### config.mk
export PLATFORM = sky130hd
export DESIGN_NAME = alu_muldiv_seq
export DESIGN_NICKNAME = d
export VERILOG_FILES = /design/src/rtl/alu_muldiv_seq.sv
export SDC_FILE = /design/constraint.sdc
export NUM_CORES = 1
export LEC_CHECK = 0
export ABC_AREA = 1
export BUFFER_PORTS_ARGS = -buffer_cell sky130_fd_sc_hd__buf_2
export CAP_MARGIN = 0
export CORE_ASPECT_RATIO = 0.8
export CORE_UTILIZATION = 43
export DETAILED_ROUTE_END_ITERATION = 12
export PLACE_DENSITY_LB_ADDON = 0.12
export REMOVE_ABC_BUFFERS = 1
export SLEW_MARGIN = 5
export SYNTH_ARGS = -nofsm -noshare
export SYNTH_HDL_FRONTEND = slang
export SYNTH_SLANG_ARGS = --single-unit
### constraint.sdc
create_clock -name CLK -period 2.2 [get_ports CLK]
set_input_delay 0.44 -clock CLK [delete_from_list [all_inputs] [get_ports CLK]]
set_output_delay 0.44 -clock CLK [all_outputs]
set_load 0.02 [all_outputs]
### src/rtl/alu_muldiv_seq.sv
// Multicycle MIPS MULT/MULTU/DIV/DIVU sequencer that time-shares one external 32-bit ALU.
// Shift-add multiply and restoring divide on magnitudes, with sign fix-up afterwards.
package alu_muldiv_seq_pkg;
    typedef enum logic [3:0] {
        ALU_SLL,
        ALU_SRL,
        ALU_ADD,
        ALU_SUB,
        ALU_AND,
        ALU_OR,
        ALU_XOR,
        ALU_NOR,
        ALU_SLT,
        ALU_SLTU
    } aluop_t;
endpackage

module alu_muldiv_seq
    import alu_muldiv_seq_pkg::*;
#(
    parameter int ITERS = 32
) (
    input  logic        CLK,
    input  logic        nRST,
    input  logic        start,
    input  logic [1:0]  op,
    input  logic [31:0] rs,
    input  logic [31:0] rt,
    output logic        busy,
    output logic        done,
    output logic [31:0] hi,
    output logic [31:0] lo,
    output aluop_t      alu_op,
    output logic [31:0] alu_a,
    output logic [31:0] alu_b,
    input  logic [31:0] alu_o,
    input  logic        alu_z
);

    localparam int CNT_W = $clog2(ITERS);

    typedef enum logic [2:0] {
        IDLE,
        NEGA,
        NEGB,
        ITER,
        FIX1,
        FIX2,
        FIX3,
        DONE
    } state_t;

    state_t             state_q, state_d;
    logic [1:0]         op_q, op_d;
    logic [31:0]        x_q, x_d;      // rt on entry, then M (multiplicand) or D (divisor)
    logic [31:0]        l_q, l_d;      // L (multiplier / low product) or Q (quotient)
    logic [31:0]        p_q, p_d;      // rs on entry, then P (high product) or R (remainder)
    logic [31:0]        hi_q, hi_d;
    logic [31:0]        lo_q, lo_d;
    logic               sa_q, sa_d;
    logic               sb_q, sb_d;
    logic               lz_q, lz_d;
    logic [CNT_W-1:0]   cnt_q, cnt_d;

    logic               is_div;
    logic               is_signed;
    logic               neg_res;
    logic               mul_neg;
    logic [31:0]        div_a;
    logic               carry;
    logic               borrow;

    assign is_div    = op_q[1];
    assign is_signed = op_q[0];
    assign neg_res   = sa_q ^ sb_q;
    assign mul_neg   = ~is_div & neg_res;
    assign div_a     = {p_q[30:0], l_q[31]};

    assign hi = hi_q;
    assign lo = lo_q;

    always_ff @(posedge CLK or negedge nRST) begin
        if (!nRST) begin
            state_q <= IDLE;
            op_q    <= 2'b00;
            x_q     <= 32'h0;
            l_q     <= 32'h0;
            p_q     <= 32'h0;
            hi_q    <= 32'h0;
            lo_q    <= 32'h0;
            sa_q    <= 1'b0;
            sb_q    <= 1'b0;
            lz_q    <= 1'b0;
            cnt_q   <= '0;
        end else begin
            state_q <= state_d;
            op_q    <= op_d;
            x_q     <= x_d;
            l_q     <= l_d;
            p_q     <= p_d;
            hi_q    <= hi_d;
            lo_q    <= lo_d;
            sa_q    <= sa_d;
            sb_q    <= sb_d;
            lz_q    <= lz_d;
            cnt_q   <= cnt_d;
        end
    end

    always_comb begin
        state_d = state_q;
        op_d    = op_q;
        x_d     = x_q;
        l_d     = l_q;
        p_d     = p_q;
        hi_d    = hi_q;
        lo_d    = lo_q;
        sa_d    = sa_q;
        sb_d    = sb_q;
        lz_d    = lz_q;
        cnt_d   = cnt_q;
        alu_op  = ALU_ADD;
        alu_a   = 32'h0;
        alu_b   = 32'h0;
        busy    = 1'b0;
        done    = 1'b0;
        carry   = 1'b0;
        borrow  = 1'b0;

        case (state_q)
            IDLE, DONE: begin
                done = (state_q == DONE);
                if (start) begin
                    op_d    = op;
                    p_d     = rs;
                    x_d     = rt;
                    state_d = NEGA;
                end else begin
                    state_d = IDLE;
                end
            end

            NEGA: begin
                busy = 1'b1;
                if (is_signed && p_q[31]) begin
                    alu_op = ALU_SUB;
                    alu_b  = p_q;
                end else begin
                    alu_a  = p_q;
                end
                sa_d    = is_signed & p_q[31];
                l_d     = alu_o;
                state_d = NEGB;
            end

            NEGB: begin
                busy = 1'b1;
                if (is_signed && x_q[31]) begin
                    alu_op = ALU_SUB;
                    alu_b  = x_q;
                end else begin
                    alu_a  = x_q;
                end
                sb_d = is_signed & x_q[31];
                // Multiply wants |rs| as M and |rt| shifting in L; divide keeps |rs| in Q.
                if (is_div) begin
                    x_d = alu_o;
                end else begin
                    x_d = l_q;
                    l_d = alu_o;
                end
                p_d     = 32'h0;
                cnt_d   = '0;
                state_d = ITER;
            end

            ITER: begin
                busy = 1'b1;
                if (!is_div) begin
                    alu_a = p_q;
                    alu_b = l_q[0] ? x_q : 32'h0;
                    carry = (alu_a[31] & alu_b[31]) | ((alu_a[31] | alu_b[31]) & ~alu_o[31]);
                    p_d   = {carry, alu_o[31:1]};
                    l_d   = {alu_o[0], l_q[31:1]};
                end else begin
                    alu_op = ALU_SUB;
                    alu_a  = div_a;
                    alu_b  = x_q;
                    borrow = (~alu_a[31] & alu_b[31]) | (~(alu_a[31] ^ alu_b[31]) & alu_o[31]);
                    // The bit shifted out of R makes the partial remainder exceed any divisor.
                    if (p_q[31] || !borrow) begin
                        p_d = alu_o;
                        l_d = {l_q[30:0], 1'b1};
                    end else begin
                        p_d = div_a;
                        l_d = {l_q[30:0], 1'b0};
                    end
                end
                cnt_d = cnt_q + CNT_W'(1);
                if (cnt_q == CNT_W'(ITERS - 1)) begin
                    state_d = FIX1;
                end
            end

            FIX1: begin
                busy = 1'b1;
                if (neg_res) begin
                    alu_op = ALU_SUB;
                    alu_b  = l_q;
                end else begin
                    alu_a  = l_q;
                end
                lo_d    = alu_o;
                lz_d    = alu_z;
                state_d = FIX2;
            end

            FIX2: begin
                busy = 1'b1;
                if (mul_neg) begin
                    alu_op = ALU_NOR;
                    alu_a  = p_q;
                    alu_b  = p_q;
                end else if (is_div && sa_q) begin
                    alu_op = ALU_SUB;
                    alu_b  = p_q;
                end else begin
                    alu_a  = p_q;
                end
                hi_d    = alu_o;
                state_d = FIX3;
            end

            FIX3: begin
                busy = 1'b1;
                // Carry of the low-word negate propagates into ~P only when L was zero.
                alu_a   = hi_q;
                alu_b   = mul_neg ? {31'h0, lz_q} : 32'h0;
                hi_d    = alu_o;
                state_d = DONE;
            end

            default: begin
                state_d = IDLE;
            end
        endcase
    end

endmodule

==> results of run 1 <==
## worst max path at each step
stage | startpoint | endpoint | depth (start not counted)
finish | state_q[1]$_DFFE_PN0P_ | alu_b[12] | 9
global route | state_q[0]$_DFFE_PN0P_ | alu_a[9] | 9
CTS | sa_q$_DFFE_PN0P_ | alu_b[9] | 9
detailed placement | state_q[1]$_DFFE_PN0P_ | alu_b[30] | 9
global placement | state_q[1]$_DFFE_PN0P_ | alu_b[30] | 9
floorplan | op_q[1]$_DFFE_PN0P_ | alu_op[0] | 6
## layer usage
metal | up-vias | global-route usage [%] | part of all wire, %
met5 | - | 0 | 0
met4 | 0 | 16.3 | 4.4
met3 | 174 | 6.51 | 13
met2 | 1023 | 52.9 | 42
met1 | 6234 | 52.1 | 40
li1 | 6039 | - | -
## worst max-delay path: stages (launching register included)
cell and delay, ns:
dfrtp_2 0.46, nand2_4 0.10, nor2_4 0.21, inv_4 0.08, o21ai_4 0.19, buf_12 0.17
buf_12 0.16, nand2_4 0.06, nand3_2 0.08, buf_6 0.12
## repair_timing
item                                    4_1_cts  5_1_grt
pin swaps                                    20       30
cloned                                       10        5
endpoints found under the hold margin        39        0
setup buffers                                26       10
hold buffers                                  1        0
gates resized for setup                     215      115
endpoints found under the setup margin       67       97
## metrics by stage
step           hold slack, ns  power (W)
6_report                0.210     0.0311
3_3_place_gp            0.399     0.0233
2_1_floorplan           0.144     0.0161
4_1_cts                 0.198     0.0291
5_1_grt                 0.228     0.0327
3_5_place_dp            0.399     0.0235
## power breakdown
part	internal, W	switching [W]
Sequential	0.00486	0.00182
Combinational	0.00799	0.0134
Clock	0.00159	0.00146
Total	0.0144	0.0167
## Yosys cell counts, types with 2 or more instances
cell | number | area [µm²]
nand2_1 | 371 | 1390
nor2_1 | 227 | 852
a21oi_1 | 178 | 891
dfrtp_1 | 173 | 4330
inv_1 | 146 | 548
o21ai_0 | 145 | 726
nand3_1 | 103 | 515
clkbuf_1 | 53 | 199
buf_2 | 46 | 230
nor3_1 | 39 | 195
o211ai_1 | 34 | 255
a31oi_1 | 32 | 200
nand4_1 | 30 | 188
a22oi_1 | 29 | 218
buf_1 | 12 | 45.0
buf_4 | 8 | 60.1
inv_2 | 6 | 22.5
ha_1 | 4 | 50.1
nand2_2 | 3 | 18.8
nor2_2 | 3 | 18.8
o21ai_1 | 3 | 15.0
a32oi_1 | 2 | 17.5
conb_1 | 2 | 7.51
nand3_2 | 2 | 20.0
nor2_4 | 2 | 22.5
o21a_1 | 2 | 15.0
o22ai_1 | 2 | 12.5
## cell type report
class	count	area (µm²)
Antenna cell	1	2.50
Clock buffer	18	429
Clock inverter	13	131
Fill cell	2343	9980
Inverter	153	622
Multi-Input combinational cell	1218	6360
Sequential cell	173	4340
Tap cell	324	405
Timing Repair Buffer	356	3110
## flip-flops by register name, indices dropped and copies added, names as in the netlist
signal   cells
sa_q         1
sb_q         1
lo          32
state_q      3
x_q         32
hi          32
op_q         2
lz_q         1
l_q         32
p_q         32
cnt_q        5
## cells by family after synthesis
family	Yosys count	share of synthesized area, %
fa+ha+maj	4	0.450
mux	1	0.101
simple gates	781	29.0
xor+xnor	1	0.0787
flops	173	38.9
buf+inv	274	10.1
other cells	2	0.0675
compound gates	429	21.3
==> flow_metrics.tcl, run 1 <==
set metrics [dict create \
    layout_common_cells "324 x nand2_1, 220 x nor2_1, 170 x a21oi_1" \
    cts_tree "yes" \
    clkTransAtPathRegs_ns 0.07 \
    cts_made_buffers 17 \
    synth_cell_types 35 \
    start_util_pct 43.9 \
    power.density_nw_per_um2 2020 \
    dr.pass1.iters 8 \
    dp.cells 2174 \
    drt_iter0_markers 1737 \
    status "finished with violations" \
    maxSlewHeadroom_pct 48.7 \
    layout-drive-gt1-share_pct 27.8 \
    r2r_slack_ns 0.21 \
    p_leak_nw 7.65 \
    min_from "alu_z" \
    wl_um 50100 \
    slew_viol_final 0 \
    clk_path_buf_depth 2 \
    core_area_um2 25400 \
    syn_area_per_cell_um2 6.68 \
    crit_required_ns 1.76 \
    fin_tns_setup_ns -15.58 \
    ys.flop_type "dfrtp_1" \
    layout_commonest_cell "nand2_1" \
    r2r_end "p_q[12]$_DFFE_PN0P_" \
    grt_pass1_wl_um 73100 \
    synth_async_sr_flop_share_pct 100 \
    skew_ns 0.0153 \
    endpoint_kind "output port" \
    violations "setup timing" \
    fin_cells 2256 \
    grt_pass1_vias 12600 \
    maxCapViolCount 0 \
    synthToLayoutAreaGrowth_pct 38.4 \
    dpl_cell_area_um2 13000 \
    finalInstanceArea_um2 15400 \
    ir_worst_vdd_mv 1.15 \
    routedWlPerCell_um 22.2 \
    yosysSeqAreaShare_pct 38.9 \
    die_area_um2 26500 \
    r2r_cells 8 \
    root_buffer "clkbuf_16" \
    utilization_pct 60.7 \
    ys_warn_count 0 \
    grt_setup_unrepaired "true" \
    port_buffers 233 \
    dp_hpwl_um 29900 \
    io_pins 236 \
    pre_cts_slack_ns -0.0892 \
    gp_congestion 0.997 \
    drc 0 \
    hold_path_depth 3 \
    netlist_instances 1665 \
    worstSetupStartpointType "flop" \
    path_class "reg2out" \
    finalCritPeriodShare_pct 114 \
    cp_max_fo 6 \
    hold_path.class "in2reg" \
    layout_min_cycle_time_ns 2.50 \
    hold_end "lz_q$_DFFE_PN0N_" \
    worst_slack_ns -0.302 \
    fmax_mhz 400 \
    finalHoldViolCount 0 \
    die_y_um 146 \
    r2r_start "state_q[1]$_DFFE_PN0P_" \
    grt_max_degree 67 \
    syn_area_um2 11100 \
    critPathArrivalTime_ns 2.06 \
    die_w_um 182 \
    routed_via_density 5.97 \
    grt_use_total_pct 36.2 \
    via_count 13500 \
    setup_violations 67 \
    antenna_found_initial 1 \
    nets 2025 \
    clock_latency_ns 0.44 \
    cts_sinks 173 \
    htreeDepth 4 \
    synth-edff-count 0 \
    postRouteAntennaNets 0 \
    overflow 0 \
    ys_seq_elements 173 \
    std_cell_rows 52 \
    max_slew.worst_pin.slew_ns 0.769 \
]
Power figures use the tool's default switching activity.
==> run 2: changes to the inputs <==
--- a/config.mk
+++ b/config.mk
@@ -6,11 +6,13 @@
 export NUM_CORES = 1
 export LEC_CHECK = 0
 export ABC_AREA = 1
+export ABC_CLOCK_PERIOD_IN_PS = 2200
 export BUFFER_PORTS_ARGS = -buffer_cell sky130_fd_sc_hd__buf_2
 export CAP_MARGIN = 0
 export CORE_ASPECT_RATIO = 0.8
 export CORE_UTILIZATION = 43
 export DETAILED_ROUTE_END_ITERATION = 12
+export GPL_TIMING_DRIVEN = 0
 export PLACE_DENSITY_LB_ADDON = 0.12
 export REMOVE_ABC_BUFFERS = 1
 export SLEW_MARGIN = 5
==> flow_metrics.tcl, run 2 (same netlist as run 1, synthesis figures left out) <==
set metrics [dict create \
    status "finished with violations" \
    violations "setup timing" \
    p_leak_nw 7.87 \
    clk_path_buf_depth 2 \
    hold_path.class "in2reg" \
    layout_min_cycle_time_ns 2.76 \
    maxCapViolCount 0 \
    via_count 14100 \
    grt_pass1_wl_um 80400 \
    std_cell_rows 52 \
    grt_max_degree 108 \
    routedWlPerCell_um 25.3 \
    dp_hpwl_um 26800 \
    port_buffers 233 \
    fmax_mhz 362 \
    crit_required_ns 1.76 \
    grt_use_total_pct 41.3 \
    critPathArrivalTime_ns 2.32 \
    maxSlewHeadroom_pct 49.8 \
    num-fill-cells 2247 \
    routed_via_density 6.21 \
    gp_congestion 0.844 \
    drc 0 \
    worstSetupStartpointType "flop" \
    skew_ns 0.0198 \
    nets 2037 \
    dp.cells 2116 \
    grt_pass1_vias 12700 \
    layout_common_cells "321 x nand2_1, 215 x nor2_1, 166 x dfrtp_1" \
    clkTransAtPathRegs_ns 0.08 \
    layout_commonest_cell "nand2_1" \
    synthToLayoutAreaGrowth_pct 45.4 \
    drt_iter0_markers 2091 \
    cts_made_buffers 17 \
    ir_worst_vdd_mv 1.02 \
    cts_tree "yes" \
    power.density_nw_per_um2 2070 \
    overflow 0 \
    fin_cells 2269 \
    grt_setup_unrepaired "true" \
    layout-drive-gt1-share_pct 30.5 \
    slew_viol_final 0 \
    setup_violations 68 \
    root_buffer "clkbuf_16" \
    cts_sinks 173 \
    path_class "reg2out" \
    endpoint_kind "output port" \
    core_area_um2 25400 \
    die_w_um 182 \
    antenna_found_initial 3 \
    dr.pass1.iters 8 \
    finalHoldViolCount 0 \
    hold_slack_ns 0.228 \
    wl_um 57300 \
    power.total_w 0.0335 \
    io_pins 236 \
    finalCritPeriodShare_pct 126 \
    clock_latency_ns 0.46 \
    htreeDepth 4 \
    die_area_um2 26500 \
    worst_slack_ns -0.562 \
    start_util_pct 43.9 \
    postRouteAntennaNets 0 \
    cp_max_fo 6 \
    die_y_um 146 \
    max_slew.worst_pin.slew_ns 0.752 \
]
## run 2: repair_timing
item	CTS	global route
endpoints found under the setup margin	203	150
pin swaps	37	50
hold buffers	1	0
setup buffers	71	23
gates cloned	24	6
resized for setup	234	209
endpoints found under the hold margin	66	0
## run 2: report_power, final
part / switching (W) / internal (W) / leakage (nW)
clock: 0.00144 / 0.00167 / 0.279
combinational: 0.0151 / 0.00850 / 5.56
sequential: 0.00185 / 0.00487 / 2.03
total: 0.0184 / 0.0150 / 7.87
## run 2: layout make-up
class                      instances  area, µm²  share of cell area [%]
antenna                            2       5.00                  0.0309
clock buffer                      17        425                    2.63
clock inverter                    14        144                   0.889
inverter                         153        716                    4.42
multi-input combinational       1231       6960                    43.0
sequential                       173       4340                    26.8
tap                              324        405                    2.50
timing repair buffer             348       3100                    19.1
timing repair inverter             7       86.3                   0.533
## run 2: worst paths after layout
check | start | end | slack, ns | cells after the start
worst max-delay path | state_q[0]$_DFFE_PN0P_ | alu_b[0] | -0.56 | 10
worst min-delay path | op[0] | op_q[0]$_DFFE_PN0P_ | 0.23 | 2
worst max register to register | state_q[0]$_DFFE_PN0P_ | l_q[7]$_DFFE_PN0P_ | -0.01 | 9
worst min register to register | lo[27]$_DFFE_PN0N_ | lo[27]$_DFFE_PN0N_ | 0.48 | 2
max in group asynchronous | nRST | sa_q$_DFFE_PN0P_ | 0.61 | 3
min in group asynchronous | nRST | lo[30]$_DFFE_PN0N_ | 0.56 | 2
## run 2: through the flow
stage | instance area, µm² | setup slack (ns) | setup TNS, ns | utilization (%)
6_report | 16200 | -0.562 | -24.86 | 63.8
5_1_grt | 16200 | -0.526 | -26.77 | 63.8
4_1_cts | 15000 | -0.366 | -20.33 | 59.3
3_5_place_dp | 12600 | -2.26 | -206.37 | 49.6
3_3_place_gp | 12100 | -6.17 | -1273.98 | 47.9
2_1_floorplan | 10600 | -2.68 | -290.19 | -
## run 2: layer usage
layer | global-route usage [%] | vias to the layer above | share of wire (%)
li1 | - | 6078 | -
met1 | 55.6 | 6564 | 38
met2 | 59.8 | 1167 | 42
met3 | 11.7 | 277 | 14
met4 | 22.6 | 2 | 5.7
met5 | 0 | - | 0.014
## run 2: worst max-delay path: stages, from the launching register on
cell	delay [ns]
dfrtp_2	0.50
inv_8	0.13
nand3_4	0.15
buf_4	0.18
buf_6	0.12
nor2_4	0.16
nand2_1	0.11
nand2_1	0.17
a21oi_4	0.04
nand2_2	0.15
buf_6	0.14
==> run 3: changes to the inputs <==
--- a/config.mk
+++ b/config.mk
@@ -5,7 +5,7 @@
 export SDC_FILE = /design/constraint.sdc
 export NUM_CORES = 1
 export LEC_CHECK = 0
-export ABC_AREA = 1
+export ABC_AREA = 0
 export ABC_CLOCK_PERIOD_IN_PS = 2200
 export BUFFER_PORTS_ARGS = -buffer_cell sky130_fd_sc_hd__buf_2
 export CAP_MARGIN = 0
==> flow_metrics.tcl, run 3 <==
set metrics [dict create \
    status "finished with violations" \
    violations "setup timing" \
    die_w_um 178 \
    synth.area.top_cells "dfrtp_1 41%, mux2_2 9.3%, nand2_1 7.4%" \
    grt_pass1_vias 10400 \
    ir_worst_vdd_mv 0.783 \
    synthTopCellsByCount "208 x nand2_1, 173 x dfrtp_1, 88 x mux2_2" \
    ys.flop_type "dfrtp_1" \
    via_count 11200 \
    die_area_um2 25300 \
    worstSetupStartpointType "flop" \
    worst_slack_ns -0.597 \
    io_pins 236 \
    fin_tns_setup_ns -34.68 \
    dpl_cell_area_um2 12200 \
    fin_cells 1716 \
    cts_tree "yes" \
    gp_congestion 0.822 \
    finalInstanceArea_um2 14800 \
    synth_async_sr_flop_share_pct 100 \
    clkTransAtPathRegs_ns 0.08 \
    hold_buffers 0 \
    grt_pass1_wl_um 64900 \
    syn_area_um2 10600 \
    pre_cts_slack_ns -1.81 \
    ys_seq_elements 173 \
    slowest_stage "dfrtp_4" \
    cp_max_fo 8 \
    grt_use_total_pct 34.7 \
    path_cells "buf_16 > buf_16 > buf_4 > mux2_2 > a222oi_1 > nand3_1 > buf_6" \
    postRouteAntennaNets 0 \
    syn_area_per_cell_um2 9.48 \
    slowest_delay_ns 0.53 \
    overflow 0 \
    slew_viol_final 0 \
    layout-drive-gt1-share_pct 39.2 \
    finalHoldViolCount 0 \
    drc 0 \
    layout_common_cells "202 x nand2_1, 169 x buf_2, 164 x dfrtp_1" \
    synth-edff-count 0 \
    finalCritPeriodShare_pct 127 \
    antenna_found_initial 2 \
    std_cell_rows 51 \
    p_leak_nw 6.75 \
    clk_path_buf_depth 2 \
    cts_sinks 173 \
    dp.cells 1581 \
    maxSlewHeadroom_pct 42.6 \
    setup_violations 81 \
    htreeDepth 4 \
    cpMostUsedCell "buf_16" \
    layout_min_cycle_time_ns 2.80 \
    core_area_um2 24200 \
    yosysSeqAreaShare_pct 40.8 \
    endpoint_kind "output port" \
    root_buffer "clkbuf_16" \
    r2r_cells 10 \
    synth.top_cell.area_share_pct 40.8 \
    synth_area_leader_cell "dfrtp_1" \
    routed_via_density 6.50 \
    ys_warn_count 0 \
    cts_made_buffers 17 \
    nets 1489 \
    drt_iter0_markers 1594 \
    layout_commonest_cell "nand2_1" \
    port_buffers 233 \
    dr.pass1.iters 8 \
    critPathArrivalTime_ns 2.36 \
    skew_ns 0.0136 \
    path_class "reg2out" \
    max_slew.worst_pin.slew_ns 0.860 \
    start_util_pct 43.7 \
    dp_hpwl_um 23800 \
    synthToLayoutAreaGrowth_pct 39.6 \
    hold_slack_ns 0.0698 \
    die_y_um 142 \
    grt_setup_unrepaired "true" \
    crit_required_ns 1.76 \
    fmax_mhz 358 \
    hold_path.class "in2async" \
    synth_most_common_cell "nand2_1" \
    maxCapViolCount 0 \
    netlist_instances 1118 \
    routedWlPerCell_um 26.6 \
    power.density_nw_per_um2 1510 \
    wl_um 45600 \
    grt_max_degree 106 \
    clock_latency_ns 0.44 \
    synth_cell_types 67 \
]
[run 3: cell count changes after synthesis, moves of 61 or more]
cell / change
nor2_1: -167
inv_1: -140
nand2_1: -163
nand3_1: -71
a21oi_1: -125
o221ai_1: +61
o21ai_0: -122
mux2_2: +87
[run 3: kinds of logic after synthesis]
kind of cell	after synthesis	share of synthesized area, %
xor gates and xnor gates	3	0.248
adders and majority gates	4	0.472
other	2	0.0708
DFF	173	40.8
AOI/OAI and AO/OA	342	25.3
buffers and inverters	121	6.49
muxes	108	11.3
and+or+nand+nor	365	15.4
[run 3: layer usage]
layer | GRT usage (%) | vias to the layer above | part of all wire (%)
met5 | 0 | - | 0
met4 | 14.0 | 0 | 3.9
met3 | 10.1 | 132 | 12
met2 | 52.1 | 811 | 44
met1 | 46.8 | 5461 | 40
li1 | - | 4753 | -
[run 3: timing repair]
action                     CTS  global route
gates resized for setup    162            80
setup endpoints to repair  235           119
cloned                      12             6
pin swaps                   29            34
setup buffers               57            28
[run 3: stage by stage]
step	utilization, %	total power [W]
after floorplan	-	0.0117
after global placement	47.5	0.0139
after detailed placement	50.1	0.0156
after CTS	58.4	0.0215
after global routing	61.0	0.0235
final	61.1	0.0224
[run 3: power breakdown]
group,switching [W],internal (W),total (W)
Sequential,0.00142,0.00422,0.00563
Clock,0.00142,0.00183,0.00325
Combinational,0.00695,0.00659,0.0135
[run 3: worst max-delay path: cells and delay by family, from the launching register on]
kind	cells	cell delay, ns
AOI/OAI and AO/OA	1	0.33
muxes	1	0.25
DFF	1	0.53
and+or+nand+nor	1	0.16
buffers and inverters	4	0.63
[run 3: cell type report]
| cell class | instances | area (µm²) |
|---|---|---|
| inverter | 8 | 42.5 |
| timing repair buffer | 352 | 3420 |
| antenna | 2 | 5.00 |
| sequential | 173 | 4350 |
| tap | 318 | 398 |
| clock inverter | 12 | 164 |
| multi-input combinational | 831 | 5980 |
| fill | 2055 | 9440 |
| clock buffer | 20 | 447 |
[run 3: worst paths after layout]
kind                                           to  slack, ns                   start
max                                     alu_a[23]      -0.60     op_q[1]$_DFFE_PN0P_
min                            lo[30]$_DFFE_PN0N_       0.07                    nRST
max reg2reg                    hi[11]$_DFFE_PN0P_      -0.10  state_q[0]$_DFFE_PN0P_
min reg2reg                     lo[3]$_DFFE_PN0N_       0.50       lo[3]$_DFFE_PN0N_
max in group asynchronous  state_q[0]$_DFFE_PN0P_       1.23                    nRST
min in group CLK              op_q[0]$_DFFE_PN0P_       0.19                   op[0]
